$ cat config.mk
export PLATFORM = sky130hd
export DESIGN_NAME = user_seq_ctrl_flat
export DESIGN_NICKNAME = d
export VERILOG_FILES = /design/src/rtl/genius_pkg.sv /design/src/rtl/user_seq_ctrl_if.sv /design/src/rtl/timeout_counter.sv /design/src/rtl/user_seq_ctrl.sv /design/src/flat_wrapper.sv
export SDC_FILE = /design/constraint.sdc
export NUM_CORES = 1
export LEC_CHECK = 0
export ABC_AREA = 1
export ABC_CLOCK_PERIOD_IN_PS = 3400
export CAP_MARGIN = 40
export CORE_MARGIN = 10
export CORE_UTILIZATION = 51
export CTS_BUF_LIST = sky130_fd_sc_hd__clkbuf_4 sky130_fd_sc_hd__clkbuf_8
export CTS_CLUSTER_DIAMETER = 40
export DETAILED_ROUTE_END_ITERATION = 12
export PLACE_DENSITY = 0.8
export SLEW_MARGIN = 15
export SYNTH_ARGS = -nofsm -noshare
export SYNTH_HDL_FRONTEND = slang
export SYNTH_SLANG_ARGS = --single-unit
$ cat constraint.sdc
create_clock -name clk -period 3.4 [get_ports clk]
set_input_delay 0.68 -clock clk [delete_from_list [all_inputs] [get_ports clk]]
set_output_delay 0.68 -clock clk [all_outputs]
set_load 0.01 [all_outputs]
$ cat src/rtl/genius_pkg.sv
// Shared types and widths for the player-input sequencing logic.
package genius_pkg;

  localparam int unsigned NIBBLE_W    = 4;
  localparam int unsigned MAX_ENTRIES = 16;
  localparam int unsigned DATA_W      = NIBBLE_W * MAX_ENTRIES;
  localparam int unsigned LEN_W       = 4;
  localparam int unsigned COUNT_W     = 5;

  typedef enum logic [2:0] {
    IDLE,
    CLEAR,
    WAIT_PRESS,
    WAIT_RELEASE,
    COMMIT,
    FINISH
  } state_e;

  // A legal press has exactly one button asserted.
  function automatic logic is_onehot(input logic [NIBBLE_W-1:0] b);
    return (b != '0) && ((b & (b - NIBBLE_W'(1))) == '0);
  endfunction

endpackage

$ cat src/rtl/user_seq_ctrl_if.sv
// Round control, button inputs and user-sequence register strobes.
interface user_seq_ctrl_if;
  import genius_pkg::*;

  logic                start;
  logic [LEN_W-1:0]    len;
  logic [NIBBLE_W-1:0] btn;
  logic                reg_R;
  logic                reg_E;
  logic [DATA_W-1:0]   reg_data;
  logic [COUNT_W-1:0]  count;
  logic                busy;
  logic                done;
  logic                timeout;

  modport master (
    output start, len, btn,
    input  reg_R, reg_E, reg_data, count, busy, done, timeout
  );

  modport slave (
    input  start, len, btn,
    output reg_R, reg_E, reg_data, count, busy, done, timeout
  );

endinterface

$ cat src/rtl/timeout_counter.sv
// Saturating inactivity timer with synchronous clear and terminal-count flag.
module timeout_counter #(
  parameter int unsigned TIMEOUT = 250000000
) (
  input  logic clk,
  input  logic rst,
  input  logic clear,
  input  logic enable,
  output logic tc_c
);

  localparam int unsigned     CNT_W  = (TIMEOUT > 1) ? $clog2(TIMEOUT) : 1;
  localparam logic [CNT_W-1:0] TC_VAL = CNT_W'(TIMEOUT - 1);

  logic [CNT_W-1:0] cnt;

  always_ff @(posedge clk or posedge rst) begin
    if (rst) begin
      cnt <= '0;
    end else if (clear) begin
      cnt <= '0;
    end else if (enable && !tc_c) begin
      cnt <= cnt + CNT_W'(1);
    end
  end

  assign tc_c = (cnt == TC_VAL);

endmodule

$ cat src/rtl/user_seq_ctrl.sv
// Collects one-hot button presses into the user-sequence register for one round,
// with a per-press inactivity timeout.
module user_seq_ctrl
  import genius_pkg::*;
#(
  parameter int unsigned TIMEOUT = 250000000
) (
  input  logic            clk,
  input  logic            R,
  user_seq_ctrl_if.slave  bus
);

  state_e              state;
  logic [LEN_W-1:0]    len_q;
  logic                reg_r_q;
  logic                reg_e_q;
  logic [DATA_W-1:0]   data_q;
  logic [COUNT_W-1:0]  count_q;
  logic                busy_q;
  logic                done_q;
  logic                timeout_q;

  logic btn_onehot_c;
  logic btn_zero_c;
  logic timer_clear_c;
  logic timer_en_c;
  logic timer_tc_c;

  assign btn_onehot_c = is_onehot(bus.btn);
  assign btn_zero_c   = (bus.btn == '0);

  // The window starts at the CLEAR/COMMIT cycle, so done lands TIMEOUT cycles after it.
  assign timer_clear_c = (state == IDLE) || (state == WAIT_RELEASE);
  assign timer_en_c    = (state == CLEAR) || (state == COMMIT) ||
                         ((state == WAIT_PRESS) && !btn_onehot_c);

  timeout_counter #(
    .TIMEOUT (TIMEOUT)
  ) u_timer (
    .clk    (clk),
    .rst    (R),
    .clear  (timer_clear_c),
    .enable (timer_en_c),
    .tc_c   (timer_tc_c)
  );

  // Round sequencing; every output is a registered function of the transition taken.
  always_ff @(posedge clk or posedge R) begin
    if (R) begin
      state     <= IDLE;
      len_q     <= '0;
      reg_r_q   <= 1'b0;
      reg_e_q   <= 1'b0;
      data_q    <= '0;
      count_q   <= '0;
      busy_q    <= 1'b0;
      done_q    <= 1'b0;
      timeout_q <= 1'b0;
    end else begin
      reg_r_q <= 1'b0;
      reg_e_q <= 1'b0;
      done_q  <= 1'b0;
      unique case (state)
        IDLE: begin
          if (bus.start) begin
            state     <= CLEAR;
            len_q     <= bus.len;
            timeout_q <= 1'b0;
            reg_r_q   <= 1'b1;
            busy_q    <= 1'b1;
            data_q    <= '0;
            count_q   <= '0;
          end
        end
        CLEAR: begin
          state <= WAIT_PRESS;
        end
        WAIT_PRESS: begin
          if (btn_onehot_c) begin
            data_q[{count_q[3:0], 2'b00} +: NIBBLE_W] <= bus.btn;
            state <= WAIT_RELEASE;
          end else if (timer_tc_c) begin
            timeout_q <= 1'b1;
            done_q    <= 1'b1;
            state     <= FINISH;
          end
        end
        WAIT_RELEASE: begin
          if (btn_zero_c) begin
            reg_e_q <= 1'b1;
            count_q <= count_q + COUNT_W'(1);
            state   <= COMMIT;
          end
        end
        COMMIT: begin
          if (count_q == COUNT_W'(len_q) + COUNT_W'(1)) begin
            done_q <= 1'b1;
            state  <= FINISH;
          end else begin
            state <= WAIT_PRESS;
          end
        end
        FINISH: begin
          busy_q <= 1'b0;
          state  <= IDLE;
        end
        default: begin
          state <= IDLE;
        end
      endcase
    end
  end

  assign bus.reg_R    = reg_r_q;
  assign bus.reg_E    = reg_e_q;
  assign bus.reg_data = data_q;
  assign bus.count    = count_q;
  assign bus.busy     = busy_q;
  assign bus.done     = done_q;
  assign bus.timeout  = timeout_q;

endmodule

$ cat src/flat_wrapper.sv
// flat-port wrapper written by rule: the top's interface ports become plain ports
module user_seq_ctrl_flat import genius_pkg::*;
#(
  parameter int unsigned TIMEOUT = 250000000
)
  (clk, R, bus_start, bus_len, bus_btn, bus_reg_R, bus_reg_E, bus_reg_data, bus_count, bus_busy, bus_done, bus_timeout);
  user_seq_ctrl_if bus_i ();
  input  logic clk;
  input  logic R;
  input wire logic [$bits(bus_i.start)-1:0] bus_start;
  input wire logic [$bits(bus_i.len)-1:0] bus_len;
  input wire logic [$bits(bus_i.btn)-1:0] bus_btn;
  output wire logic [$bits(bus_i.reg_R)-1:0] bus_reg_R;
  output wire logic [$bits(bus_i.reg_E)-1:0] bus_reg_E;
  output wire logic [$bits(bus_i.reg_data)-1:0] bus_reg_data;
  output wire logic [$bits(bus_i.count)-1:0] bus_count;
  output wire logic [$bits(bus_i.busy)-1:0] bus_busy;
  output wire logic [$bits(bus_i.done)-1:0] bus_done;
  output wire logic [$bits(bus_i.timeout)-1:0] bus_timeout;
  assign bus_i.start = bus_start;
  assign bus_i.len = bus_len;
  assign bus_i.btn = bus_btn;
  assign bus_reg_R = bus_i.reg_R;
  assign bus_reg_E = bus_i.reg_E;
  assign bus_reg_data = bus_i.reg_data;
  assign bus_count = bus_i.count;
  assign bus_busy = bus_i.busy;
  assign bus_done = bus_i.done;
  assign bus_timeout = bus_i.timeout;
  user_seq_ctrl #(.TIMEOUT(TIMEOUT)) u_core (.clk(clk), .R(R), .bus(bus_i));
endmodule
After elaboration in Yosys (flattened, before gate mapping)

Cells that the tools add are included.
W data, S select, Z words.

Add/subtract/negate cells: 5
$mul: 0
Divide/modulo/power cells: 0
Order comparisons: 0
Equality and inequality tests: 13
Shift operators: 2
Multiplexer cells: 29
Bitwise logic cells: 1
Reduce and logical (&&, ||, !) cells: 22

Operator list:

| kind                     | number |
|---|---|
| $mux W64                 | 2 |
| $pmux W64 S2             | 1 |
| $bwmux W64               | 1 |
| $shift A4 B8 Y64 const A | 1 |
| $shiftx A4 B8 Y64        | 1 |
| $mux W28                 | 2 |
| $add A28 B1 Y28 const B  | 1 |
| $eq A28 B28 Y1 const B   | 1 |
| $mux W3                  | 5 |
| $pmux W3 S5              | 1 |
| $mux W1                  | 11 |
| $mux W5                  | 2 |
| $pmux W5 S2              | 1 |
| $reduce_and A3 Y1        | 3 |
| $logic_not A4 Y1         | 2 |
| $neg A6 Y8               | 1 |
| $reduce_bool A2 Y1       | 4 |
| $eq A3 B2 Y1 const B     | 2 |
| $eq A3 B3 Y1 const B     | 2 |
| $ne A2 B2 Y1 const B     | 3 |
| $pmux W1 S2              | 3 |
| $add A4 B1 Y5 const B    | 1 |
| $add A5 B1 Y5 const B    | 1 |
| $eq A5 B5 Y1             | 1 |
| other kinds (12)         | 19 |

Register bits after elaboration: 109
Latch bits: 0
Bits in writable memories: 0
Bits in read-only memories: 0
Memories kept: 0

Logic depth before layout (Yosys ltp)

Gate-level depths: netlist of run 1.

Depth after elaboration: 10
Depth in mapped cells: 11
Gate-level depth less buffers: 11

Modules after synthesis

From an unflattened synthesis of run 1, not the netlist that was laid out.

Cell total of the unflattened synthesis: 817
Area total of the unflattened synthesis: 5933.2 µm²

By module, submodules not included:

| module          | instances | cells an instance | area each (µm²) |
|---|---|---|---|
| user_seq_ctrl   | 1         | 486               | 3913.8 |
| timeout_counter | 1         | 331               | 2019.4 |

Worst setup path after synthesis of run 1

OpenSTA, ideal clock, no wires.

Path kind: register to register
From: reg u_core.count_q[0], in the netlist u_core.bus.count[0]
To: reg u_core.data_q[60], in the netlist u_core.bus.reg_data[60]
Data arrival time: 1945 ps
Path slack: 1338 ps
Stages on the path, launching flop included: 10
Buffers on the path: 1
Clock period less this slack: 2062 ps
Cells stage by stage: dfrtp_1 clkinv_1 buf_2 ha_1 xor2_1 nand3_1 nor2_2 o21ai_1 nand2_1 nand2_1

Longest elaborated chain between the ends: 5
Elaborated cells between the ends (all ways): 6
Classes of those cells: add/sub (1); shift (2); mux (3)

Ends and longest elaborated chain:

| item                                                         | line                | RTL |
|---|---|---|
| start: declaration                                           | user_seq_ctrl.sv:18 | `logic [COUNT_W-1:0] count_q;` |
| start signal: assignment                                     | user_seq_ctrl.sv:91 | `count_q <= count_q + COUNT_W'(1);` |
| $neg A6 Y8 (*)                                               | user_seq_ctrl.sv:80 | `data_q[{count_q[3:0], 2'b00} +: NIBBLE_W] <= bus.btn;` |
| $shiftx A4 B8 Y64 / $shift A4 B8 Y64 (equally long branches) | user_seq_ctrl.sv:80 |  |
| $bwmux W64 (*)                                               | user_seq_ctrl.sv:80 |  |
| $mux W64 (*)                                                 | user_seq_ctrl.sv:79 | `if (btn_onehot_c) begin` |
| $pmux W64 S2 (*)                                             | user_seq_ctrl.sv:63 | `unique case (state)` |
| end signal: indexed assignment                               | user_seq_ctrl.sv:80 |  |
| end: declaration                                             | user_seq_ctrl.sv:17 | `logic [DATA_W-1:0] data_q;` |

Mark *: on every way between the ends. The rest lies on a longest branch, timed or not. The select of a mux whose other input is x is not followed.
A chain may end at the register's enable or synchronous reset.

Worst setup path after layout of run 1

From: reg u_core.state[1]
To: reg u_core.u_timer.cnt[3]

Longest elaborated chain between the ends: 5
Elaborated cells between the ends (all ways): 12
Classes of those cells: eq/ne (4); mux (1); reduce/logical (7)

Ends and longest elaborated chain:

| item                                                             | line                                     | RTL |
|---|---|---|
| start: declaration                                               | user_seq_ctrl.sv:13                      | `state_e state;` |
| start signal: assignment                                         | user_seq_ctrl.sv:50                      | `state <= IDLE;` |
| start signal: assignment                                         | user_seq_ctrl.sv:66                      | `state <= CLEAR;` |
| start signal: assignment                                         | user_seq_ctrl.sv:76                      | `state <= WAIT_PRESS;` |
| $eq A3 B1 Y1, or another cell as far along                       | user_seq_ctrl.sv:34                      | `assign timer_en_c = (state == CLEAR) \|\| (state == COMMIT) \|\|` |
| $logic_or A1 B1 Y1 / $logic_and A1 B1 Y1 (equally long branches) | user_seq_ctrl.sv:34, user_seq_ctrl.sv:35 |  |
| $logic_or A1 B1 Y1                                               | user_seq_ctrl.sv:34                      |  |
| $logic_and A1 B1 Y1                                              | timeout_counter.sv:22                    | `end else if (enable && !tc_c) begin` |
| $reduce_bool A2 Y1 (no line)                                     | n/a                                      |  |
| end signal: assignment                                           | timeout_counter.sv:23                    | `cnt <= cnt + CNT_W'(1);` |
| end: declaration                                                 | timeout_counter.sv:15                    | `logic [CNT_W-1:0] cnt;` |

Parallel ways exist; a longest one is shown, timed or not.

==> results of run 1 <==
## Yosys cell counts
library cell | count | area [µm²]
nand2_1 | 292 | 1100
nand3_1 | 120 | 601
dfrtp_1 | 109 | 2730
nor2_1 | 95 | 357
inv_1 | 56 | 210
o21ai_0 | 48 | 240
nand4_1 | 17 | 106
nor3_1 | 13 | 65.1
xor2_1 | 11 | 96.3
buf_2 | 8 | 40.0
inv_2 | 8 | 30.0
ha_1 | 6 | 75.1
buf_4 | 4 | 30.0
clkbuf_1 | 4 | 15.0
nor2_2 | 4 | 25.0
xnor2_1 | 4 | 35.0
buf_6 | 3 | 33.8
nand2_2 | 3 | 18.8
a21oi_1 | 2 | 10.0
buf_1 | 2 | 7.51
inv_4 | 2 | 12.5
nand3_4 | 2 | 35.0
nor2_4 | 2 | 22.5
o21ai_1 | 2 | 10.0
a21oi_2 | 1 | 8.76
clkinv_1 | 1 | 3.75
nand2_8 | 1 | 20.0
nand3b_1 | 1 | 7.51
nor2_8 | 1 | 20.0
nor3_4 | 1 | 16.3
nor3b_1 | 1 | 7.51
nor4_1 | 1 | 6.26
o21bai_1 | 1 | 7.51
xnor2_2 | 1 | 16.3
## through the flow
step                      hold slack, ns  power, mW  utilization  instance area [µm²]  cells
after detailed placement           0.470       3.48        0.608                 6970   1039
after global placement             0.466       3.44        0.608                 6970   1039
after floorplan                    0.468       2.99            -                 6020    827
after CTS                          0.498       4.46        0.630                 7220   1055
final                              0.490       4.46        0.630                 7220   1055
after global routing               0.522       4.77        0.630                 7220   1055
## worst max-delay path, delay by kind of cell (launching register included)
| kind | cells | cell delay [ns] |
|---|---|---|
| flops | 1 | 0.47 |
| simple gates | 5 | 0.93 |
| buf+inv | 4 | 0.87 |
## path summary, 6_finish.rpt
path	startpoint	endpoint	slack [ns]	cells past startpoint
min in group asynchronous	R	u_core.bus.reg_data[37]$_DFFE_PP0P_	0.68	2
max in group asynchronous	R	u_core.len_q[0]$_DFFE_PP0P_	2.00	3
worst max-delay path	u_core.state[1]$_DFFE_PP0P_	u_core.u_timer.cnt[3]$_DFFE_PP0P_	1.03	9
worst min-delay path	u_core.bus.reg_data[17]$_DFFE_PP0P_	u_core.bus.reg_data[17]$_DFFE_PP0P_	0.49	2
worst min register to register	u_core.bus.reg_data[17]$_DFFE_PP0P_	u_core.bus.reg_data[17]$_DFFE_PP0P_	0.49	2
worst max register to register	u_core.state[1]$_DFFE_PP0P_	u_core.u_timer.cnt[3]$_DFFE_PP0P_	1.03	9
## registers in the layout, summed over array words and instances (netlist names)
name                 flops
u_core.bus.timeout       1
u_core.bus.count         5
u_core.bus.busy          1
u_core.bus.reg_R         1
u_core.state             3
u_core.u_timer.cnt      28
u_core.len_q             4
u_core.bus.reg_E         1
u_core.bus.reg_data     64
u_core.bus.done          1
## final cells by class
type / instances / area share
Inverter: 67 / 0.0360
Tap cell: 143 / 0.0248
Sequential cell: 109 / 0.378
Timing Repair Buffer: 90 / 0.124
Clock buffer: 9 / 0.0172
Multi-Input combinational cell: 630 / 0.402
Clock inverter: 7 / 0.0180
## logic make-up after synthesis
logic type / count (synthesis) / share of synthesized area
and+or+nand+nor: 554 / 0.400
xor gates and xnor gates: 16 / 0.0246
buffers and inverters: 88 / 0.0637
DFF: 109 / 0.454
adders and majority gates: 6 / 0.0125
AOI/OAI and AO/OA: 54 / 0.0460
## power by group through the flow
| stage | sequential [mW] | combinational [mW] | clock (mW) |
|---|---|---|---|
| after floorplan | 1.55 | 1.44 | 0 |
| after global placement | 1.55 | 1.89 | 0 |
| after detailed placement | 1.56 | 1.92 | 0 |
| after CTS | 1.53 | 1.93 | 0.997 |
| after global routing | 1.55 | 2.17 | 1.05 |
| final | 1.53 | 1.94 | 0.990 |
## metal layers
layer / global-route usage / vias to the layer above / wire [µm]
met3: 0.0448 / 17 / 1230
met2: 0.297 / 180 / 7100
li1: - / 2818 / -
met4: 0.0681 / 0 / 263
met1: 0.274 / 2651 / 7520
met5: 0 / - / 0
==> reports/qor.yml, run 1 <==
power:
  p_seq_frac: 0.344
  p_int_mw: 2.43
  p_switching_mw: 2.04
  p_leak_nw: 3.38
  p_comb_frac: 0.434
  power.share.clock: 0.222
  ir_drop_uv: 727
  p_per_area_nw_per_um2: 618
  netSwitchingFraction: 0.457
setup_path:
  arrival_ns: 2.70
  start_kind: "register"
  cpMaxStageDelayCell: "dfrtp_1"
  path_cells: "inv_1 -> nor3_4 -> inv_2 -> nand2_2 -> inv_2 -> nand2_1 -> buf_4 -> nand2_1 -> nand2_1"
  endpoint_kind: "register"
  max_stage_delay_ns: 0.47
  cp_max_fo: 35
  path_class: "register to register"
  cp.required_ns: 3.73
  path_common_cell: "nand2_1"
grt:
  grt_pass1_vias: 5282
  grt_first_pass_wirelength_um: 27000
  antenna_found_initial: 0
  grt_use_total: 0.197
  overflow: 0
  grt_max_degree: 58
routing:
  initialDrtViolationCount: 584
  routed_via_density: 5.37
  vias: 5666
  drt_pass1_iterations: 5
  drc: 0
  wire_per_inst_um: 15.3
  ant_nets: 0
  drt_wl_total_um: 16100
sta:
  timing.fmax_mhz: 422
  fin_tns_setup_ns: 0
  finalCriticalPeriod_ns: 2.37
  skew_ns: 0.0104
  setup_viol: 0
  slew-limit-headroom: 0.457
  drv_slew: 0
  setup_slack_ns: 1.03
  fin_crit_sh: 0.698
  hold_viol_final: 0
  worstMarginPinSlew_ns: 0.809
  rsz0062_at_grt: "no"
logic_synthesis:
  synthesis.instances: 827
  syn_avg_cell_area_um2: 7.27
  syn_area_um2: 6010
  ys_warn_count: 0
  ys_seq_area_frac: 0.454
  synth-seq-cells: 109
  syn_nets: 844
  yosysUniqueCellTypes: 34
clocking:
  numClockSinks: 109
  post-cts-setup-buffer-count: 0
  cts-root-buf: "clkbuf_8"
  cts.path.max_buffers: 2
  cts_tree: "built"
  path_clk_slew_ns: 0.11
  cts_resized: 0
  cts_hold_buf: 0
  h-tree-depth: 3
  clkLatencyLatePin_ns: 0.40
  cts_made_buffers: 9
layout:
  num-fill-cells: 1022
  regArea_um2: 2730
  areaGrowthSynthToFinish_pct: 20.1
  fin_nets: 924
  antenna_cells: 0
  mostFrequentLayoutCell: "nand2_1"
  layout-drive-gt1-share: 0.0537
  final_cell_mix: "nand2_1 (292), nand3_1 (120), dfrtp_1 (109)"
  multiInputGateArea_um2: 2900
floorplan:
  fp.dieW_um: 129
  die_h_um: 129
  die_area_um2: 16500
  design.core.area_um2: 11500
  fp-row-count: 39
  initial_core_util: 0.524
  io_pins: 85
hold_path:
  hp-class: "register to register"
flow_run:
  cap_violations: 0
placed_design:
  dp_hpwl_um: 12000
  gp_congestion: 0.902
  dp_slack_ns: 0.689
  portBuffers: 84
run_status:
  status: "finished, final reports clean"
No activity file was read; power rests on OpenSTA's default activity.
==> run 2: changes to the inputs <==
- ABC_CLOCK_PERIOD_IN_PS: 3400 -> 2300
- CORE_UTILIZATION: 51 -> 57
- PLACE_DENSITY: 0.8 -> 0.85
- clock period: 3.4 -> 2.3 ns (I/O delays scaled with it)
==> reports/qor.yml, run 2 (same netlist as run 1, synthesis figures left out) <==
clocking:
  cts.path.max_buffers: 2
  h-tree-depth: 3
  cts_made_buffers: 9
  numClockSinks: 109
  cts-root-buf: "clkbuf_8"
  cts_resized: 0
  cts_hold_buf: 0
  post-cts-setup-buffer-count: 0
  clkLatencyLatePin_ns: 0.39
  path_clk_slew_ns: 0.12
  cts_tree: "built"
hold_path:
  hold_path_end: "u_core.bus.reg_data[14]$_DFFE_PP0P_"
  hp-class: "register to register"
  min_from: "u_core.bus.reg_data[14]$_DFFE_PP0P_"
  hold_depth: 2
floorplan:
  initial_core_util: 0.582
  design.core.area_um2: 10300
  die_h_um: 123
  die_area_um2: 15100
  fp-row-count: 37
  io_pins: 85
  fp.dieW_um: 123
grt:
  grt_pass1_vias: 5392
  grt_first_pass_wirelength_um: 26400
  grt_use_total: 0.213
  overflow: 0
  antenna_found_initial: 0
  grt_max_degree: 110
layout:
  mostFrequentLayoutCell: "nand2_1"
  areaGrowthSynthToFinish_pct: 21.8
  final_cell_mix: "nand2_1 (292), nand3_1 (120), dfrtp_1 (108)"
  antenna_cells: 0
  num-fill-cells: 854
  largest_reg_flops: 64
  layout-drive-gt1-share: 0.0741
  fin_area_um2: 7320
  regArea_um2: 2730
  multiInputGateArea_um2: 2900
  fin_cells: 1067
  fin_nets: 943
sta:
  fin_crit_sh: 0.912
  worstMarginPinSlew_ns: 0.562
  setup_slack_ns: 0.204
  finalCriticalPeriod_ns: 2.10
  fin_tns_setup_ns: 0
  rsz0062_at_grt: "no"
  drv_slew: 0
  slew-limit-headroom: 0.626
  timing.fmax_mhz: 477
  skew_ns: 0.0164
  hold_viol_final: 0
  setup_viol: 0
setup_path:
  rr_worst_depth: 11
  r2r_end: "u_core.u_timer.cnt[19]$_DFFE_PP0P_"
  path_class: "register to register"
  arrival_ns: 2.37
  startpoint: "u_core.u_timer.cnt[0]$_DFFE_PP0P_"
  ff2ff_setup_slack_ns: 0.20
  r2r-start: "u_core.u_timer.cnt[0]$_DFFE_PP0P_"
  cp_max_fo: 22
  cp.required_ns: 2.58
  start_kind: "register"
  endpoint_kind: "register"
routing:
  vias: 5839
  drt_wl_total_um: 16000
  ant_nets: 0
  drt_pass1_iterations: 5
  wire_per_inst_um: 15.0
  drc: 0
  initialDrtViolationCount: 651
  routed_via_density: 5.47
placed_design:
  portBuffers: 84
  dp_slack_ns: -0.0425
  gp_congestion: 0.963
  placed_area_um2: 7100
  dp_hpwl_um: 11800
  dp_cells: 1051
power:
  p_per_area_nw_per_um2: 914
  p_leak_nw: 3.45
  p_total_mw: 6.69
  ir_drop_uv: 701
run_status:
  status: "finished, final reports clean"
flow_run:
  cap_violations: 0
==> run 2: critical path: stages (launching register included) <==
cell,delay [ns]
dfrtp_1,0.46
ha_1,0.28
nand2_1,0.13
nor2_4,0.17
nand3b_1,0.10
nor2_1,0.15
nand2_1,0.07
nand2_1,0.19
nand2_1,0.07
buf_4,0.22
nand2_1,0.10
nand2_1,0.05
==> run 2: how the worst max path moves through the flow <==
stage	end	slack (ns)
CTS	u_core.bus.reg_data[17]$_DFFE_PP0P_	0.20
global route	u_core.u_timer.cnt[20]$_DFFE_PP0P_	0.02
global placement	u_core.bus.reg_data[8]$_DFFE_PP0P_	0.04
finish	u_core.u_timer.cnt[19]$_DFFE_PP0P_	0.20
detailed placement	u_core.bus.reg_data[56]$_DFFE_PP0P_	-0.04
floorplan	u_core.bus.reg_data[60]$_DFFE_PP0P_	0.24
==> run 2: power breakdown <==
group,internal (mW),total [mW],switching (mW)
registers,2.08,2.26,0.184
clock network,0.555,1.28,0.728
logic,0.959,3.14,2.19
==> run 2: layout make-up <==
class,instances,area share
Tap cell,136,0.0232
Clock inverter,6,0.0111
Sequential cell,109,0.373
Timing Repair Buffer,109,0.142
Inverter,67,0.0355
Clock buffer,10,0.0188
Multi-Input combinational cell,630,0.396
==> run 2: layer usage <==
| metal | GRT usage | routed length (µm) | up-vias |
|---|---|---|---|
| met2 | 0.321 | 7080 | 269 |
| met5 | 0 | 0 | - |
| met3 | 0.0445 | 1450 | 17 |
| met1 | 0.305 | 7240 | 2694 |
| met4 | 0.0567 | 194 | 0 |
| li1 | - | - | 2859 |
==> run 2: metrics by stage <==
step	util	hold WS, ns
2_1_floorplan	-	0.468
3_3_place_gp	0.688	0.465
3_5_place_dp	0.688	0.470
4_1_cts	0.709	0.498
5_1_grt	0.709	0.508
6_report	0.709	0.490
==> run 3: changes to the inputs <==
- ABC_CLOCK_PERIOD_IN_PS: 2300 -> 2700
- CORE_UTILIZATION: 57 -> 61
- PLACE_DENSITY: 0.85 -> 0.9
- clock period: 2.3 -> 2.7 ns (I/O delays scaled with it)
==> reports/qor.yml, run 3 (same netlist as run 1, synthesis figures left out) <==
setup_path:
  start_kind: "register"
  ff2ff_setup_slack_ns: 0.36
  cp_max_fo: 15
  r2r-start: "u_core.bus.count[1]$_DFFE_PP0P_"
  crit_buf_inv: 1
  cpMaxStageDelayCell: "ha_1"
  startpoint: "u_core.bus.count[1]$_DFFE_PP0P_"
  rr_worst_depth: 9
  worst-path-stages: 9
  cp.required_ns: 2.95
  critPathTopFamily: "simple AND/OR/NAND/NOR gates"
  endpoint_kind: "register"
  crit_end: "u_core.bus.reg_data[10]$_DFFE_PP0P_"
  path_common_cell: "nand2_1"
  max_stage_delay_ns: 0.65
  path_class: "register to register"
  path_cells: "inv_1 -> ha_1 -> nand3_1 -> nor2_1 -> nand2_1 -> nand2_1 -> nand2_1 -> nand2_1 -> o21ai_0"
  arrival_ns: 2.59
  r2r_end: "u_core.bus.reg_data[10]$_DFFE_PP0P_"
clocking:
  cts_resized: 0
  numClockSinks: 109
  cts-root-buf: "clkbuf_8"
  cts.path.max_buffers: 2
  cts_made_buffers: 9
  h-tree-depth: 3
  path_clk_slew_ns: 0.11
  cts_hold_buf: 0
  clkLatencyLatePin_ns: 0.38
  cts_tree: "built"
  post-cts-setup-buffer-count: 0
power:
  ir_drop_uv: 797
  p_total_mw: 5.41
  p_seq_frac: 0.357
  p_switching_mw: 2.55
  power.share.clock: 0.174
  p_comb_frac: 0.469
  p_leak_nw: 3.37
  netSwitchingFraction: 0.471
  p_per_area_nw_per_um2: 752
  p_int_mw: 2.86
layout:
  areaGrowthSynthToFinish_pct: 19.5
  antenna_cells: 0
  fin_nets: 930
  mostFrequentLayoutCell: "nand2_1"
  multiInputGateArea_um2: 2900
  layout-drive-gt1-share: 0.0599
  num-fill-cells: 778
  regArea_um2: 2730
  largest_reg_flops: 64
  fin_area_um2: 7180
  final_cell_mix: "nand2_1 (292), nand3_1 (120), dfrtp_1 (109)"
  final_util: 0.742
grt:
  grt_max_degree: 110
  overflow: 0
  grt_pass1_vias: 5408
  grt_first_pass_wirelength_um: 27000
  grt_use_total: 0.224
  antenna_found_initial: 0
routing:
  drt_pass1_iterations: 5
  drc: 0
  routed_via_density: 5.54
  initialDrtViolationCount: 556
  vias: 5820
  wire_per_inst_um: 15.4
  drt_wl_total_um: 16100
  ant_nets: 0
sta:
  fin_crit_sh: 0.867
  finalCriticalPeriod_ns: 2.34
  worstMarginPinSlew_ns: 0.568
  rsz0062_at_grt: "no"
  setup_viol: 0
  fin_tns_setup_ns: 0
  drv_slew: 0
  skew_ns: 0.0186
  timing.fmax_mhz: 427
  slew-limit-headroom: 0.622
  hold_viol_final: 0
placed_design:
  dp_hpwl_um: 12100
  gp_congestion: 1.00
  portBuffers: 84
  placed_area_um2: 7000
floorplan:
  fp-row-count: 36
  die_area_um2: 14200
  initial_core_util: 0.621
  fp.dieW_um: 119
  die_h_um: 119
  design.core.area_um2: 9680
  io_pins: 85
flow_run:
  cap_violations: 0
run_status:
  status: "finished, final reports clean"
hold_path:
  hp-class: "register to register"
[run 3: cell type report]
class | instances | area share
Clock inverter | 5 | 0.00627
Tap cell | 133 | 0.0232
Multi-Input combinational cell | 630 | 0.404
Timing Repair Buffer | 96 | 0.131
Clock buffer | 11 | 0.0193
Sequential cell | 109 | 0.380
Inverter | 67 | 0.0362
[run 3: through the flow]
| step | std cells | hold WS (ns) | setup slack, ns |
|---|---|---|---|
| 2_1_floorplan | 827 | 0.468 | 0.638 |
| 3_3_place_gp | 1035 | 0.466 | 0.330 |
| 3_5_place_dp | 1035 | 0.472 | 0.239 |
| 4_1_cts | 1051 | 0.500 | 0.407 |
| 5_1_grt | 1051 | 0.530 | 0.176 |
| 6_report | 1051 | 0.495 | 0.358 |
[run 3: worst register-to-register path: cells and delay by family (launching register included)]
| kind | cells | cell delay (ns) |
|---|---|---|
| AO/OA/AOI/OAI | 1 | 0.07 |
| adder cells (fa/ha/maj) | 1 | 0.65 |
| buffers and inverters | 1 | 0.17 |
| flip-flops | 1 | 0.45 |
| AND/OR/NAND/NOR | 6 | 0.89 |
[run 3: how the worst min path moves through the flow]
stage	start	end	slack (ns)	cells past startpoint
2_1_floorplan	u_core.len_q[1]$_DFFE_PP0P_	u_core.len_q[1]$_DFFE_PP0P_	0.47	2
3_3_place_gp	u_core.bus.reg_data[15]$_DFFE_PP0P_	u_core.bus.reg_data[15]$_DFFE_PP0P_	0.47	2
3_5_place_dp	u_core.bus.reg_data[14]$_DFFE_PP0P_	u_core.bus.reg_data[14]$_DFFE_PP0P_	0.47	2
4_1_cts	u_core.bus.reg_data[11]$_DFFE_PP0P_	u_core.bus.reg_data[11]$_DFFE_PP0P_	0.50	2
5_1_grt	u_core.bus.reg_data[45]$_DFFE_PP0P_	u_core.bus.reg_data[45]$_DFFE_PP0P_	0.53	2
6_report	u_core.bus.reg_data[14]$_DFFE_PP0P_	u_core.bus.reg_data[14]$_DFFE_PP0P_	0.50	2
[run 3: routing by layer]
layer | up-vias | wire length (µm) | global-route usage
met2 | 231 | 7290 | 0.355
met3 | 31 | 1130 | 0.0378
met5 | - | 0 | 0
met4 | 0 | 315 | 0.0672
met1 | 2733 | 7410 | 0.308
li1 | 2825 | - | -
[run 3: power groups by stage]
stage / sequential, mW / clock, mW / combinational (mW)
after floorplan: 1.95 / 0 / 1.81
after global placement: 1.95 / 0 / 2.45
after detailed placement: 1.96 / 0 / 2.49
after CTS: 1.93 / 0.943 / 2.51
after global routing: 1.95 / 1.01 / 2.78
final: 1.93 / 0.940 / 2.53
